--- config.mk ---
export PLATFORM = sky130hd
export DESIGN_NAME = jfq_acc_ctrl
export DESIGN_NICKNAME = d
export VERILOG_FILES = /design/src/rtl/jfq_acc_ctrl.sv
export SDC_FILE = /design/constraint.sdc
export NUM_CORES = 1
export LEC_CHECK = 0
export ABC_CLOCK_PERIOD_IN_PS = 1700
export CAP_MARGIN = 15
export CORE_MARGIN = 2
export CORE_UTILIZATION = 42
export DETAILED_ROUTE_END_ITERATION = 6
export PLACE_DENSITY = 0.75
export SLEW_MARGIN = 20
export SYNTH_ARGS = -nofsm -noshare
export SYNTH_HDL_FRONTEND = slang
export SYNTH_SLANG_ARGS = --single-unit
--- constraint.sdc ---
create_clock -name clk -period 1.7 [get_ports clk]
set_input_delay 0.34 -clock clk [delete_from_list [all_inputs] [get_ports clk]]
set_output_delay 0.34 -clock clk [all_outputs]
set_load 0.02 [all_outputs]
--- src/rtl/jfq_acc_ctrl.sv ---
// jfq_acc_ctrl: sequencing stage around the external 4-bit saturating signed
// adder. It accepts operands over valid/ready and holds them on add_* for a
// settle window. It then registers the adder's result with a locally computed
// overflow flag, and offers that result downstream over valid/ready. In
// accumulate mode the previous saturated result replaces operand A.
module jfq_acc_ctrl #(
    parameter int SETTLE_CYC = 1,
    parameter int CNT_W      = 8
) (
    input  logic             clk,
    input  logic             rst_n,
    input  logic             in_valid,
    output logic             in_ready,
    input  logic [3:0]       in_a,
    input  logic [3:0]       in_b,
    input  logic             in_cin,
    input  logic             acc_mode,
    input  logic             clr,
    output logic [3:0]       add_a,
    output logic [3:0]       add_b,
    output logic             add_cin,
    input  logic [3:0]       add_result,
    input  logic             add_cout,
    output logic             out_valid,
    input  logic             out_ready,
    output logic [3:0]       out_sum,
    output logic             out_cout,
    output logic             out_sat,
    output logic [CNT_W-1:0] op_cnt
);

    typedef enum logic [1:0] {IDLE, DRIVE, SAMPLE, HOLD} state_t;

    state_t                 state_q, state_d;
    logic [3:0]             settle_q, settle_d;
    logic signed [3:0]      a_q, a_d;
    logic signed [3:0]      b_q, b_d;
    logic                   cin_q, cin_d;
    logic                   mode_q, mode_d;
    logic signed [3:0]      acc_q, acc_d;
    logic signed [3:0]      sum_q, sum_d;
    logic                   cout_q, cout_d;
    logic                   sat_q, sat_d;
    logic [CNT_W-1:0]       cnt_q, cnt_d;

    // An overflow is flagged when the exact 5-bit sum leaves -8..7. It is
    // flagged only if the adder actually clamped to the matching rail.
    function automatic logic sat_check(input logic signed [3:0] a,
                                       input logic signed [3:0] b,
                                       input logic              cin,
                                       input logic [3:0]        res);
        logic [4:0] s;
        s = {a[3], a} + {b[3], b} + {4'b0000, cin};
        if (s[4] == s[3]) begin
            return 1'b0;
        end else if (!s[4]) begin
            return (res == 4'b0111);
        end else begin
            return (res == 4'b1000);
        end
    endfunction

    // Next-state and datapath capture for the IDLE/DRIVE/SAMPLE/HOLD sequence
    always_comb begin
        state_d  = state_q;
        settle_d = settle_q;
        a_d      = a_q;
        b_d      = b_q;
        cin_d    = cin_q;
        mode_d   = mode_q;
        acc_d    = acc_q;
        sum_d    = sum_q;
        cout_d   = cout_q;
        sat_d    = sat_q;
        cnt_d    = cnt_q;

        case (state_q)
            IDLE: begin
                if (in_valid) begin
                    // A clear arriving with the accept zeroes the fed-back operand.
                    if (acc_mode) begin
                        a_d = clr ? 4'sd0 : acc_q;
                    end else begin
                        a_d = in_a;
                    end
                    b_d      = in_b;
                    cin_d    = in_cin;
                    mode_d   = acc_mode;
                    settle_d = 4'd0;
                    state_d  = DRIVE;
                end
            end
            DRIVE: begin
                if (settle_q == 4'(SETTLE_CYC - 1)) begin
                    state_d = SAMPLE;
                end else begin
                    settle_d = settle_q + 4'd1;
                end
            end
            SAMPLE: begin
                sum_d  = add_result;
                cout_d = add_cout;
                sat_d  = sat_check(a_q, b_q, cin_q, add_result);
                if (mode_q) begin
                    acc_d = add_result;
                end
                state_d = HOLD;
            end
            HOLD: begin
                if (out_ready) begin
                    cnt_d   = cnt_q + 1'b1;
                    state_d = IDLE;
                end
            end
            default: state_d = IDLE;
        endcase

        // Clear beats any accumulator update, in every state.
        if (clr) begin
            acc_d = 4'sd0;
        end
    end

    // State and data registers; reset discards any operation in flight
    always_ff @(posedge clk) begin
        if (!rst_n) begin
            state_q  <= IDLE;
            settle_q <= '0;
            a_q      <= '0;
            b_q      <= '0;
            cin_q    <= 1'b0;
            mode_q   <= 1'b0;
            acc_q    <= '0;
            sum_q    <= '0;
            cout_q   <= 1'b0;
            sat_q    <= 1'b0;
            cnt_q    <= '0;
        end else begin
            state_q  <= state_d;
            settle_q <= settle_d;
            a_q      <= a_d;
            b_q      <= b_d;
            cin_q    <= cin_d;
            mode_q   <= mode_d;
            acc_q    <= acc_d;
            sum_q    <= sum_d;
            cout_q   <= cout_d;
            sat_q    <= sat_d;
            cnt_q    <= cnt_d;
        end
    end

    assign in_ready  = (state_q == IDLE);
    assign out_valid = (state_q == HOLD);
    assign add_a     = a_q;
    assign add_b     = b_q;
    assign add_cin   = cin_q;
    assign out_sum   = sum_q;
    assign out_cout  = cout_q;
    assign out_sat   = sat_q;
    assign op_cnt    = cnt_q;

endmodule

# ---- Yosys cells after proc, flatten, opt, wreduce, memory -nomap -nowiden
# Cells that the tools add are included.
dict set report op_classes {
  n_eq_ne 10
  bitwise_logic 1
  n_reduce_logical 9
  muxes 11
  n_addsub 4
}
# op n
set ops {}
lappend ops {{4-bit 2-to-1 mux} 4}
lappend ops {{8-bit by 1-bit adder with 8-bit output (second input constant)} 1}
lappend ops {{2-bit case mux with 4 select lines} 1}
lappend ops {{4-bit case mux with 2 select lines} 1}
lappend ops {{2-bit 2-to-1 mux} 3}
lappend ops {{2-bit != test (second input constant)} 3}
lappend ops {{2-bit AND reduction} 3}
lappend ops {{3-bit AND reduction} 2}
lappend ops {{4-bit by 4-bit adder with 5-bit output} 1}
lappend ops {{5-bit by 1-bit adder with 5-bit output} 1}
lappend ops {{4-bit by 1-bit adder with 4-bit output (second input constant)} 1}
lappend ops {{2-bit == test (second input constant)} 2}
lappend ops {{4-bit by 3-bit == test with 1-bit output (second input constant)} 1}
lappend ops {{4-bit == test (second input constant)} 1}
lappend ops {{4-bit logical NOT} 1}
lappend ops {{2-bit by 1-bit == test with 1-bit output (second input constant)} 1}
lappend ops {{2-bit logical NOT} 1}
lappend ops {{1-bit 2-to-1 mux} 2}
lappend ops {{2-bit by 1-bit != test with 1-bit output (second input constant)} 1}
lappend ops {{2-bit nonzero test} 1}
lappend ops {{2-bit OR reduction} 1}
lappend ops {{1-bit == test} 1}
lappend ops {{1-bit NOT} 1}
dict set report word_totals {
  regBits 34
  input_bits 20
  elab_cells 46
}

# ---- Longest topological paths before layout
dict set report logic_depth {
  ltp_word 4
  ltp_mapped 6
  depth_no_buf 6
}

# ---- Least setup slack after synthesis
# Ideal clock, no wire load.
dict set report synth_path {
  path_type {reg2reg}
  from {reg state_q[0]}
  to {reg settle_q[1]}
  setup_ns 0.065
  synth_period_minus_slack_ns 1.638
  n_path_buf 0
  arrival_time_ns 1.573
  stages_incl_launch_ff 7
  setup_slack_ns 0.062
  path_cell_list {dfxtp_1 > inv_1 > ha_1 > mux2i_1 > a31oi_1 > mux2_1 > nor2_1}
}
dict set report synth_via {
  elab_chain_cells 3
  elab_cells_between_ends 7
  cone_classes {eq/ne: 3; mux: 1; reduce/logical: 3}
}
# item line_no
set synth_lines {}
lappend synth_lines {{from (decl)} 34} ;# state_t state_q, state_d;
lappend synth_lines {{from (signal assigned)} 139} ;# state_q <= state_d;
lappend synth_lines {{2-bit logical NOT *} --}
lappend synth_lines {{via in_ready} 13} ;# output logic in_ready,
lappend synth_lines {{2-bit != test (no source line) / 2-bit nonzero test (equally long branches)} --}
lappend synth_lines {{3-bit AND reduction (no source line)} --}
lappend synth_lines {{to (signal assigned)} 140} ;# settle_q <= settle_d;
lappend synth_lines {{to (decl)} 35} ;# logic [3:0] settle_q, settle_d;
# Mark *: on every way through the listed nets, which the timed path passes. The rest lies on a longest branch.
# A chain may end at the register's enable or synchronous reset.

# ---- Worst setup path in the final report
dict set report layout_path {
  from {reg settle_q[1]}
  to {reg state_q[1]}
}
dict set report layout_via {
  elab_chain_cells 3
}
# item line_no
set layout_lines {}
lappend layout_lines {{4-bit logical NOT} 94} ;# if (settle_q == 4'(SETTLE_CYC - 1)) begin
lappend layout_lines {{2-bit != test (no source line)} --}
lappend layout_lines {{3-bit AND reduction (no source line)} --}
# No other way between the ends.

==> flow_summary.toml <==
[layout]
area_growth_pct = 43.4
final_area_mm2 = 0.00227
n_antenna_cell = 0
drive_gt1_share_pct = 11.1
multi_input_area_um2 = 843
fillerInstances = 354
final_nets = 276
layout.area.seq_um2 = 682

[sta]
relSlewSlack_pct = 80.4
setup_ws_ns = 0.0415
finClkSkew_ns = 0.00309
tightest_slew_ns = 0.294
rsz0062_at_grt = "yes"
timing.final.crit_share_pct = 97.6
setup_violations = 0
hold_viol_final = 0
hold_slack_ns = 0.465
min_period_ns = 1.66
max_freq_ghz = 0.603
finalMaxSlewViolations = 0
tns_ns = 0

[route]
dr.first_iter.drc_count = 79
met1_length_um = 1600
routed_wl_um = 3380
top_layer_used = "met4"
drc = 0
wire_per_inst_um = 11.6
wl_met2_um = 1520
num_vias = 1461
met3_length_um = 188
routed_via_density = 5.00
postRouteAntennaNets = 0
dr.pass1.iters = 4

[clocking]
cts.reportedPaths.clkPinSlew_ns = 0.06
cts_setup_buffers = 0
clockRootBuffer = "clkbuf_8"
htreeDepth = 2
clk_latency_ns = 0.28
numCtsBuffers = 5
cts.sinks = 34
cts_tree = "built"
cts_hold_buf = 0
clockBufferDepth = 2

[power]
comb_power_share_pct = 39.3
p_clk_share_pct = 22.4
power_switching_uw = 840
max-vdd-ir-drop_uv = 615
p_int_mw = 1.71
powerDensity_mw_per_mm2 = 1130
switching_share_pct = 32.9
p_leak_nw = 0.935
p_seq_share_pct = 38.3
finalPower_mw = 2.55

[synthesis]
muxShareOfSynthArea_pct = 7.68
synth_xor_area_share_pct = 4.99
synthesis.area_mm2 = 0.00158
synth_ff_type = "dfxtp_1"
synth_nets = 216
seq_area_frac_synth_pct = 43.1
synth_edf_count = 0
synth_area_leaders = "dfxtp_1, ha_1, mux2i_1"
synth-seq-cells = 34
synth-simple-area-share_pct = 21.5
syn_inst = 185
synth.largest_area_cell = "dfxtp_1"
synth_most_common_cell = "dfxtp_1"
yosys_warnings = 0
yosysTopAreaCellShare_pct = 43.1
synth_compound_area_share_pct = 9.74
syn_avg_cell_area_um2 = 8.54
synthTopCellsByCount = "dfxtp_1, nand2_1, nor2_1"
synth_top_family_by_area = "simple AND/OR/NAND/NOR gates"
synth_async_sr_flop_share_pct = 0
synthAdderAreaFrac_pct = 8.71
synthDistinctLibCells = 33

[grt]
grt_pass1_wl_um = 5700
grt_overflow = 0
grt_pass1_vias = 1361
grt_max_degree = 13
antenna_found_initial = 0
track_usage_pct = 17.4

[setup_path]
r2r.worst_path.cells = 7
setup.worst_path.class = "flip-flop to flip-flop"
critPathMaxStageDelay_ns = 0.33
worstPathArrival_ns = 1.83
reg2reg_slack_ns = 0.04
critPathLaunchType = "flip-flop"
worstSetupEndpointType = "flip-flop"
cp_slowest_cell = "dfxtp_2"
r2r-end = "state_q[1]"
timing.rr.start = "settle_q[1]"
crit_start = "settle_q[1]"
path_cells = "inv_2 -> ha_4 -> or3b_1 -> a222oi_1 -> buf_4 -> mux2i_1 -> nor2_1"
path_max_fanout = 3
crit_required_ns = 1.87

[place]
post-place-ws_ns = -0.105
hpwl_um = 2580
portBuffers = 44
place.gp.congestion = 0.815
dpl_cell_area_mm2 = 0.00217

[floorplan]
die_y_um = 65.3
start_util_pct = 43.5
die_w_um = 65.3
pin_count = 45
rows = 22
dieArea_mm2 = 0.00427
fp.coreArea_mm2 = 0.00363

[run]
cap_violations = 0

[min_path]
min_to = "acc_q[1]"
whs_path_depth = 2
hold_path.class = "flip-flop to flip-flop"
min_from = "acc_q[1]"

[status]
outcome = "finished, final reports clean"
-- layout by cell type, fill, tap and decap left out, drive strengths merged --
cell,n
xor2,6
o21ai,7
nor2,25
nand4,4
a222oi,1
or2,1
inv,10
dlymetal6s2s,2
ha,11
clkdlybuf4s50,40
nand2b,2
o221ai,4
clkinvlp,1
mux2i,11
xnor2,3
a31oi,1
nand4b,1
clkinv,1
nor3,1
or3b,1
mux2,1
buf,15
a211oi,1
and3,2
nand2,28
nand3b,1
nor2b,1
or4b,1
dlygate4sd2,1
nand3,5
a21oi,12
dfxtp,34
clkbuf,7
and2,2
-- per-stage QoR --
| stage | util [%] | cells |
|---|---|---|
| floorplan | - | 185 |
| global placement | 59.7 | 286 |
| detailed placement | 59.7 | 286 |
| CTS | 61.9 | 292 |
| global route | 62.4 | 292 |
| finish | 62.4 | 292 |
-- cell families (layout without fill, tap and decap cells) --
group                    count (synthesis)  in the layout
AO/OA/AOI/OAI                           26             26
XOR/XNOR                                 9              9
adder cells (fa/ha/maj)                 11             11
buffers and inverters                   18             77
flip-flops                              34             34
multiplexers                            12             12
AND/OR/NAND/NOR                         75             75
-- routing by layer --
metal,track usage (%),vias up
met1,21.3,683
met3,5.48,6
met2,27.6,31
met4,8.33,0
li1,-,741
met5,0,-
-- final cells by class --
class,count,area share (%)
inverter,12,2.04
tap,48,2.65
multi-input combinational,133,37.2
sequential,34,30.1
timing repair buffer,59,24.4
clock buffer,6,3.64
-- worst max-delay path: cells and delay by family, from the launching register on --
family                     cells  cell delay (ns)
DFF                            1             0.33
adders and majority gates      1             0.13
and+or+nand+nor                2             0.39
AOI/OAI and AO/OA              1             0.27
muxes                          1             0.18
buffers and inverters          2             0.25
-- flip-flops by register name, indices dropped and copies added (netlist names) --
| name | count |
|---|---|
| add_cin | 1 |
| state_q | 2 |
| acc_q | 4 |
| out_sum | 4 |
| settle_q | 4 |
| out_sat | 1 |
| add_b | 4 |
| out_cout | 1 |
| mode_q | 1 |
| add_a | 4 |
| op_cnt | 8 |
-- power by group through the flow --
stage                     clock network [mW]  registers (mW)  logic [mW]
final                                  0.572           0.977        1.00
after global routing                   0.624           0.990        1.12
after CTS                              0.592           0.977        1.00
after detailed placement                   0           0.993        1.01
after global placement                     0           0.990       0.992
after floorplan                            0            1.07       0.500
-- how the worst max path moves through the flow --
stage / to / slack [ns]
6_report: state_q[1] / 0.04
5_1_grt: state_q[1] / -0.07
4_1_cts: in_ready / 0.002
3_5_place_dp: state_q[1] / -0.10
3_3_place_gp: state_q[1] / -0.04
2_1_floorplan: settle_q[1] / 0.06
-- what timing repair did --
action / in CTS / in global routing
setup endpoints to repair: 3 / 5
pin swaps: 1 / 3
gates cloned: 0 / 0
gates resized for setup: 2 / 8
hold endpoints to repair: 0 / 0
No activity file was read; power rests on OpenSTA's default activity.
